### config.mk
export PLATFORM = sky130hd
export DESIGN_NAME = int_request_ctrl_flat
export DESIGN_NICKNAME = d
export VERILOG_FILES = /design/src/rtl/int_request_ctrl_if.sv /design/src/rtl/int_request_ctrl.sv /design/src/flat_wrapper.sv
export SDC_FILE = /design/constraint.sdc
export NUM_CORES = 1
export LEC_CHECK = 0
export BUFFER_PORTS_ARGS = -buffer_cell sky130_fd_sc_hd__buf_2
export CAP_MARGIN = 10
export CORE_MARGIN = 5
export CORE_UTILIZATION = 40
export CTS_BUF_LIST = sky130_fd_sc_hd__clkbuf_4
export CTS_CLUSTER_DIAMETER = 40
export DETAILED_ROUTE_END_ITERATION = 16
export PLACE_DENSITY = 0.73
export SLEW_MARGIN = 25
export SYNTH_ARGS = -nofsm -noshare
export SYNTH_HDL_FRONTEND = slang
export SYNTH_SLANG_ARGS = --single-unit
### constraint.sdc
create_clock -name clk -period 2.2 [get_ports clk]
set_input_delay 0.22 -clock clk [delete_from_list [all_inputs] [get_ports clk]]
set_output_delay 0.22 -clock clk [all_outputs]
set_load 0.005 [all_outputs]
### src/rtl/int_request_ctrl_if.sv
// int_request_ctrl_if: request/response bundle between hand-off requesters and int_request_ctrl.
// Latency: n/a (wires only).
// Backpressure: none; the controller drops requests it cannot take and flags req_dropped.
// Ports: master = requester side (drives *_req/*_pc_in, observes results);
//        slave  = controller side (observes requests, drives pulses, PCs and status).
interface int_request_ctrl_if #(
  parameter int PC_W = 32
);
  logic            cpu_fp_req;
  logic [PC_W-1:0] cpu_pc_in;
  logic            fpu_done_req;
  logic [PC_W-1:0] fpu_pc_in;
  logic            cpu_int;
  logic            fpu_int;
  logic [PC_W-1:0] cpu_pc;
  logic [PC_W-1:0] fpu_pc;
  logic            owner;
  logic            busy;
  logic            req_dropped;
  logic            timeout_err;
  logic [15:0]     switch_count;

  modport master (
    output cpu_fp_req, cpu_pc_in, fpu_done_req, fpu_pc_in,
    input  cpu_int, fpu_int, cpu_pc, fpu_pc, owner, busy,
           req_dropped, timeout_err, switch_count
  );

  modport slave (
    input  cpu_fp_req, cpu_pc_in, fpu_done_req, fpu_pc_in,
    output cpu_int, fpu_int, cpu_pc, fpu_pc, owner, busy,
           req_dropped, timeout_err, switch_count
  );
endinterface

### src/rtl/int_request_ctrl.sv
// int_request_ctrl: turns raw CPU<->FPU hand-off requests into exclusive, fixed-width interrupt pulses.
// Latency: PC captured on the accepting edge; pulse rises one cycle later and lasts PULSE_W cycles.
// Backpressure: none; requests arriving while busy or for the non-owning side are dropped (req_dropped).
// Ports: clk, reset_n (async, active low); bus (slave modport) carries requests in and
//        cpu_int/fpu_int, captured PCs, owner, busy, req_dropped, timeout_err, switch_count out.
module int_request_ctrl #(
  parameter int PC_W    = 32,
  parameter int PULSE_W = 2,
  parameter int TIMEOUT = 1024
) (
  input logic               clk,
  input logic               reset_n,
  int_request_ctrl_if.slave bus
);

  localparam int PCNT_W = $clog2(PULSE_W + 1);
  localparam int WD_W   = (TIMEOUT > 2) ? $clog2(TIMEOUT) : 1;
  localparam logic [PCNT_W-1:0] PULSE_LAST = PCNT_W'(PULSE_W);
  // Only meaningful when TIMEOUT != 0; the watchdog branch is disabled otherwise.
  localparam logic [WD_W-1:0]   WD_LAST    = WD_W'(TIMEOUT - 1);

  typedef enum logic [1:0] {
    CPU_RUN = 2'd0,
    TO_FPU  = 2'd1,
    FPU_RUN = 2'd2,
    TO_CPU  = 2'd3
  } state_t;

  state_t            state;
  logic [PCNT_W-1:0] pulse_cnt;
  logic [WD_W-1:0]   wd_cnt;

  always_ff @(posedge clk or negedge reset_n) begin
    if (!reset_n) begin
      state            <= CPU_RUN;
      pulse_cnt        <= '0;
      wd_cnt           <= '0;
      bus.cpu_int      <= 1'b0;
      bus.fpu_int      <= 1'b0;
      bus.cpu_pc       <= '0;
      bus.fpu_pc       <= '0;
      bus.owner        <= 1'b0;
      bus.busy         <= 1'b0;
      bus.req_dropped  <= 1'b0;
      bus.timeout_err  <= 1'b0;
      bus.switch_count <= '0;
    end else begin
      bus.req_dropped <= 1'b0;
      case (state)
        CPU_RUN: begin
          // A done request is meaningless while the CPU owns execution.
          bus.req_dropped <= bus.fpu_done_req;
          if (bus.cpu_fp_req) begin
            bus.cpu_pc       <= bus.cpu_pc_in;
            bus.switch_count <= bus.switch_count + 16'd1;
            bus.busy         <= 1'b1;
            pulse_cnt        <= '0;
            state            <= TO_FPU;
          end
        end

        TO_FPU: begin
          bus.req_dropped <= bus.cpu_fp_req | bus.fpu_done_req;
          // First cycle in this state keeps cpu_int low so cpu_pc settles before the rising edge.
          if (pulse_cnt == PULSE_LAST) begin
            bus.cpu_int <= 1'b0;
            bus.owner   <= 1'b1;
            bus.busy    <= 1'b0;
            wd_cnt      <= '0;
            state       <= FPU_RUN;
          end else begin
            bus.cpu_int <= 1'b1;
            pulse_cnt   <= pulse_cnt + PCNT_W'(1);
          end
        end

        FPU_RUN: begin
          bus.req_dropped <= bus.cpu_fp_req;
          if (bus.fpu_done_req) begin
            bus.fpu_pc       <= bus.fpu_pc_in;
            bus.switch_count <= bus.switch_count + 16'd1;
            bus.busy         <= 1'b1;
            pulse_cnt        <= '0;
            state            <= TO_CPU;
          end else if (TIMEOUT != 0 && wd_cnt == WD_LAST) begin
            // Forced return skips the offloaded instruction.
            bus.fpu_pc       <= bus.cpu_pc + PC_W'(4);
            bus.timeout_err  <= 1'b1;
            bus.switch_count <= bus.switch_count + 16'd1;
            bus.busy         <= 1'b1;
            pulse_cnt        <= '0;
            state            <= TO_CPU;
          end else begin
            wd_cnt <= wd_cnt + WD_W'(1);
          end
        end

        TO_CPU: begin
          bus.req_dropped <= bus.cpu_fp_req | bus.fpu_done_req;
          if (pulse_cnt == PULSE_LAST) begin
            bus.fpu_int <= 1'b0;
            bus.owner   <= 1'b0;
            bus.busy    <= 1'b0;
            state       <= CPU_RUN;
          end else begin
            bus.fpu_int <= 1'b1;
            pulse_cnt   <= pulse_cnt + PCNT_W'(1);
          end
        end

        default: state <= CPU_RUN;
      endcase
    end
  end

endmodule

### src/flat_wrapper.sv
// flat-port wrapper written by rule: the top's interface ports become plain ports
module int_request_ctrl_flat 
#(
  parameter int PC_W    = 32,
  parameter int PULSE_W = 2,
  parameter int TIMEOUT = 1024
)
  (clk, reset_n, bus_cpu_fp_req, bus_cpu_pc_in, bus_fpu_done_req, bus_fpu_pc_in, bus_cpu_int, bus_fpu_int, bus_cpu_pc, bus_fpu_pc, bus_owner, bus_busy, bus_req_dropped, bus_timeout_err, bus_switch_count);
  int_request_ctrl_if #(.PC_W(PC_W)) bus_i ();
  input logic clk;
  input logic reset_n;
  input wire logic [$bits(bus_i.cpu_fp_req)-1:0] bus_cpu_fp_req;
  input wire logic [$bits(bus_i.cpu_pc_in)-1:0] bus_cpu_pc_in;
  input wire logic [$bits(bus_i.fpu_done_req)-1:0] bus_fpu_done_req;
  input wire logic [$bits(bus_i.fpu_pc_in)-1:0] bus_fpu_pc_in;
  output wire logic [$bits(bus_i.cpu_int)-1:0] bus_cpu_int;
  output wire logic [$bits(bus_i.fpu_int)-1:0] bus_fpu_int;
  output wire logic [$bits(bus_i.cpu_pc)-1:0] bus_cpu_pc;
  output wire logic [$bits(bus_i.fpu_pc)-1:0] bus_fpu_pc;
  output wire logic [$bits(bus_i.owner)-1:0] bus_owner;
  output wire logic [$bits(bus_i.busy)-1:0] bus_busy;
  output wire logic [$bits(bus_i.req_dropped)-1:0] bus_req_dropped;
  output wire logic [$bits(bus_i.timeout_err)-1:0] bus_timeout_err;
  output wire logic [$bits(bus_i.switch_count)-1:0] bus_switch_count;
  assign bus_i.cpu_fp_req = bus_cpu_fp_req;
  assign bus_i.cpu_pc_in = bus_cpu_pc_in;
  assign bus_i.fpu_done_req = bus_fpu_done_req;
  assign bus_i.fpu_pc_in = bus_fpu_pc_in;
  assign bus_cpu_int = bus_i.cpu_int;
  assign bus_fpu_int = bus_i.fpu_int;
  assign bus_cpu_pc = bus_i.cpu_pc;
  assign bus_fpu_pc = bus_i.fpu_pc;
  assign bus_owner = bus_i.owner;
  assign bus_busy = bus_i.busy;
  assign bus_req_dropped = bus_i.req_dropped;
  assign bus_timeout_err = bus_i.timeout_err;
  assign bus_switch_count = bus_i.switch_count;
  int_request_ctrl #(.PC_W(PC_W), .PULSE_W(PULSE_W), .TIMEOUT(TIMEOUT)) u_core (.clk(clk), .reset_n(reset_n), .bus(bus_i));
endmodule
Word level (Yosys, flattened, before mapping)
Index checks and enable logic that the tools add are counted.
- $lt $le $gt $ge: 0
- shift operators: 0
- add/sub/neg operators: 4
- multiply operators: 0
- bitwise logic cells: 2
- muxes and demuxes: 30
- eq/ne operators: 13
- divide/modulo/power cells: 0
- reduce and logical (&&, ||, !) cells: 15
- operators by type and width (kind ; count):
    $mux 32 ; 2
    $mux 16 ; 3
    $add 32x3->32 const B ; 1
    $pmux 16 s2 ; 1
    $mux 10 ; 3
    $pmux 10 s2 ; 1
    $mux 2 ; 9
    $add 16x1->16 const B ; 1
    $reduce_and 3->1 ; 5
    $add 10x1->10 const B ; 1
    $eq 10x10->1 const B ; 1
    $ne 2x2->1 const B ; 4
    $pmux 2 s4 ; 1
    $reduce_and 4->1 ; 2
    $reduce_bool 2->1 ; 4
    $eq 2x2->1 const B ; 3
    $mux 1 ; 6
    $ne 2x1->1 const B ; 3
    $pmux 1 s3 ; 2
    $pmux 2 s3 ; 1
    $reduce_and 2->1 ; 2
    $ne 3x2->1 const B ; 1
    $add 2x1->2 const B ; 1
    $eq 2x1->1 const B ; 1
    other kinds (5) ; 5
- register bits after elaboration: 100
- output and inout bits: 86
- input bits: 68
- memories kept: 0
- RAM bits: 0
- latch bits: 0
- logic and storage cells: 76
- bits in read-only memories: 0

Longest topological paths before layout
- depth after elaboration: 4
- mapped depth: 9

Worst setup path before layout
No wires, ideal clock.
- kind: register to register
- from: reg u_core.wd_cnt[0]
- to: reg u_core.state[0]
- period minus slack after synthesis: 1982 ps
- setup time: 128 ps
- required time: 2072 ps
- path slack: 218 ps
- data arrival time: 1855 ps
- path buffers: 1
- cell stages (with the launch flop): 8
- cell sequence: dfrtp_1 ha_1 and4_1 buf_4 a311o_1 and2b_4 o21ai_1 mux2_1
- cells in the longest elaborated chain, start to end: 3
- ends and longest elaborated chain (element ; line ; source):
    from (decl) ; int_request_ctrl.sv:31 ; logic [WD_W-1:0] wd_cnt;
    from (signal assigned) ; int_request_ctrl.sv:94 ; wd_cnt <= wd_cnt + WD_W'(1);
    $eq 10x10->1 ; int_request_ctrl.sv:85 ; end else if (TIMEOUT != 0 && wd_cnt == WD_LAST) begin
    $ne 3x2->1 (no source line) ; n/a ;
    $reduce_and 4->1 (no source line) ; n/a ;
    to (signal assigned) ; int_request_ctrl.sv:84 ; state <= TO_CPU;
    to (signal assigned) ; int_request_ctrl.sv:92 ; state <= TO_CPU;
    to (signal assigned) ; int_request_ctrl.sv:104 ; state <= CPU_RUN;
    to (decl) ; int_request_ctrl.sv:29 ; state_t state;
No other way between the ends.
A chain may end at the register's enable or synchronous reset.

Worst setup path in the final report
Same ends and word-level chain as after synthesis.

==> impl_metrics.ini <==
[global_route]
groute.usage.overall_pct = 19.6
antenna_found_initial = 1
gr-total-overflow = 0
grt_pass1_vias = 4699
grt_max_degree = 58
grt_first_pass_wirelength_mm = 23.6

[critical_path]
startpoint_type = flop
slowest_delay_ns = 0.43
endpoint_kind = flop
cpMaxStageDelayCell = dfrtp_1
path_cells = ha_1, and4_1, a311o_1, and2b_4, o21ai_1, mux2_1
r2r_setup_slack_ns = 0.12
cp_max_fo = 15
critPathKind = reg -> reg
crit_required_ns = 2.56
crit_arrival_ns = 2.43

[yosys]
synth_area_leaders = dfrtp_1 (48%), mux2_2 (7.4%), xnor2_1 (4.9%), nand2_1 (3.5%), and3_1 (3.4%)
synthesis.nets = 561
yosysSeqAreaShare_pct = 48.5
syn_area_per_cell_sq_um = 10.7
synthesis.area_sq_mm = 0.00516
ys_dominant_reg_cell = dfrtp_1
synthCells = 484
synth_top_area_share_pct = 48.5
synth-async-reset-ratio_pct = 100
ys_types = 54
ys_seq_elements = 100
synth_top_cell_by_area = dfrtp_1
synth_enable_flop_cells = 0
yosys_warnings = 0

[clock_tree]
path_clk_slew_ns = 0.15
cts.path.max_buffers = 2
htreeDepth = 3
numCtsBuffers = 9
cts-resized-gates = 0
postCtsSetupRepairBufs = 0
clk_latency_ns = 0.47
cts-root-buf = clkbuf_4
clock-sinks = 100
cts_tree = yes

[floorplanning]
die_h_um = 124
num_rows = 41
io_pins = 154
die-area_sq_mm = 0.0153
die_x_um = 124
core-area_sq_mm = 0.0126
initial_core_util_pct = 40.9

[placement]
port_buffers = 153
place.gp.congestion = 0.951
pre_cts_slack_ns = 0.160
hpwlAfterDp_mm = 10.5

[sta]
fin_ws_ns = 0.125
setup_viol_count_final = 0
tightest_slew_ns = 0.577
slew_headroom_pct = 61.6
grt_setup_unrepaired = false
fin_setup_tns_ns = 0
min_period_over_period_pct = 94.3
hold_viol = 0
max_freq_mhz = 482
drv_slew = 0
period_needed_ns = 2.08
skew_ns = 0.0159

[routing]
wl_per_cell_um = 16.8
ant_nets = 0
firstDrtPassIters = 4
drtIter0Drc = 294
post-route-drc-count = 0
dr_total_vias = 4541
viasPerCell = 5.27
wl_mm = 14.5

[power]
pwr_density_cell_mw_per_mm2 = 1180
vdd_drop_max_uv = 663
p_leak_nw = 3.24

[worst_hold_path]
hold_class = in -> reg

[flow_run]
max_cap_viol_count = 0

[final_layout]
fin_util_pct = 53.7
drive_above_1_share_pct = 34.2
fillers = 1138
nets = 761
syn_to_final_growth_pct = 31.3
mostFrequentLayoutCells = buf_2 (152), dfrtp_1 (100), nand2_1 (48)
mostFrequentLayoutCell = buf_2

[status]
status = completed
-- worst paths after layout --
kind                       cells past startpoint           startpoint                     to
max                                            6     u_core.wd_cnt[0]        u_core.state[0]
min                                            3    bus_fpu_pc_in[24]  u_core.bus.fpu_pc[24]
max reg2reg                                    6     u_core.wd_cnt[0]        u_core.state[0]
min reg2reg                                    1  u_core.pulse_cnt[0]    u_core.pulse_cnt[0]
max in group asynchronous                      3              reset_n  u_core.bus.fpu_pc[30]
min in group asynchronous                      2              reset_n   u_core.bus.fpu_pc[4]
-- sequential cells by signal (all words and copies together) (netlist names) --
name,flops
u_core.bus.fpu_pc,32
u_core.bus.fpu_int,1
u_core.pulse_cnt,2
u_core.bus.switch_count,16
u_core.bus.req_dropped,1
u_core.state,2
u_core.bus.owner,1
u_core.bus.cpu_pc,32
u_core.bus.cpu_int,1
u_core.wd_cnt,10
u_core.bus.busy,1
u_core.bus.timeout_err,1
-- stage by stage --
step | total power [W] | instances | hold WS (ns) | area [sq um]
after CTS | 0.00804 | 860 | 0.000851 | 6780
final | 0.00800 | 861 | 0.0265 | 6780
after floorplan | 0.00532 | 484 | -0.0756 | 5160
after global placement | 0.00676 | 802 | 0.239 | 6190
after global routing | 0.00863 | 861 | 0.00152 | 6780
after detailed placement | 0.00692 | 802 | 0.256 | 6190
-- worst max-delay path: cells and delay by family, from the launching register on --
family          cells  cell delay, ns
fa+ha+maj           1            0.25
flops               1            0.43
simple gates        2            0.47
compound gates      2            0.48
mux                 1            0.34
-- per-layer routing --
metal | track usage, % | wire, um
met3 | 5.04 | 994
met1 | 25.7 | 6250
met2 | 31.4 | 6940
met4 | 6.78 | 319
met5 | 0 | 0
-- layout make-up --
class / count / area [sq um] / area share (%)
multi-input combinational: 349 / 2510 / 37.1
sequential: 100 / 2500 / 36.9
timing repair buffer: 213 / 1350 / 19.9
tap: 172 / 215 / 3.17
clock inverter: 5 / 77.6 / 1.14
clock buffer: 10 / 75.1 / 1.11
inverter: 11 / 41.3 / 0.609
antenna: 1 / 2.50 / 0.0369
-- cells in the mapped netlist, drive strengths merged (4+ instances only) --
| library cell | number |
|---|---|
| nor4 | 9 |
| buf | 12 |
| nand4 | 17 |
| mux2 | 38 |
| and2 | 4 |
| dfrtp | 100 |
| and4 | 5 |
| and3 | 28 |
| a32oi | 7 |
| o21ai | 40 |
| a21oi | 20 |
| nand3 | 19 |
| xor2 | 11 |
| clkbuf | 12 |
| mux2i | 14 |
| nand2 | 48 |
| xnor2 | 29 |
| inv | 11 |
| nor2 | 15 |
| nor3 | 7 |
| ha | 9 |
-- what timing repair did --
item,in CTS,in global routing
hold buffers,43,0
endpoints found under the hold margin,85,0
setup endpoints to repair,0,0
-- logic make-up after synthesis --
logic type               Yosys count  synth area share (%)
adder cells (fa/ha/maj)            9                  2.18
buffers and inverters             35                  2.81
AND/OR/NAND/NOR                  164                  18.7
flip-flops                       100                  48.5
XOR/XNOR                          40                  6.79
AO/OA/AOI/OAI                     84                  10.0
multiplexers                      52                  11.0
-- where the power goes --
group / switching, W / internal [W]
logic: 0.00172 / 0.00176
registers: 0.000851 / 0.00260
clock network: 0.000610 / 0.000465
total: 0.00318 / 0.00482
Power figures use the tool's default switching activity.
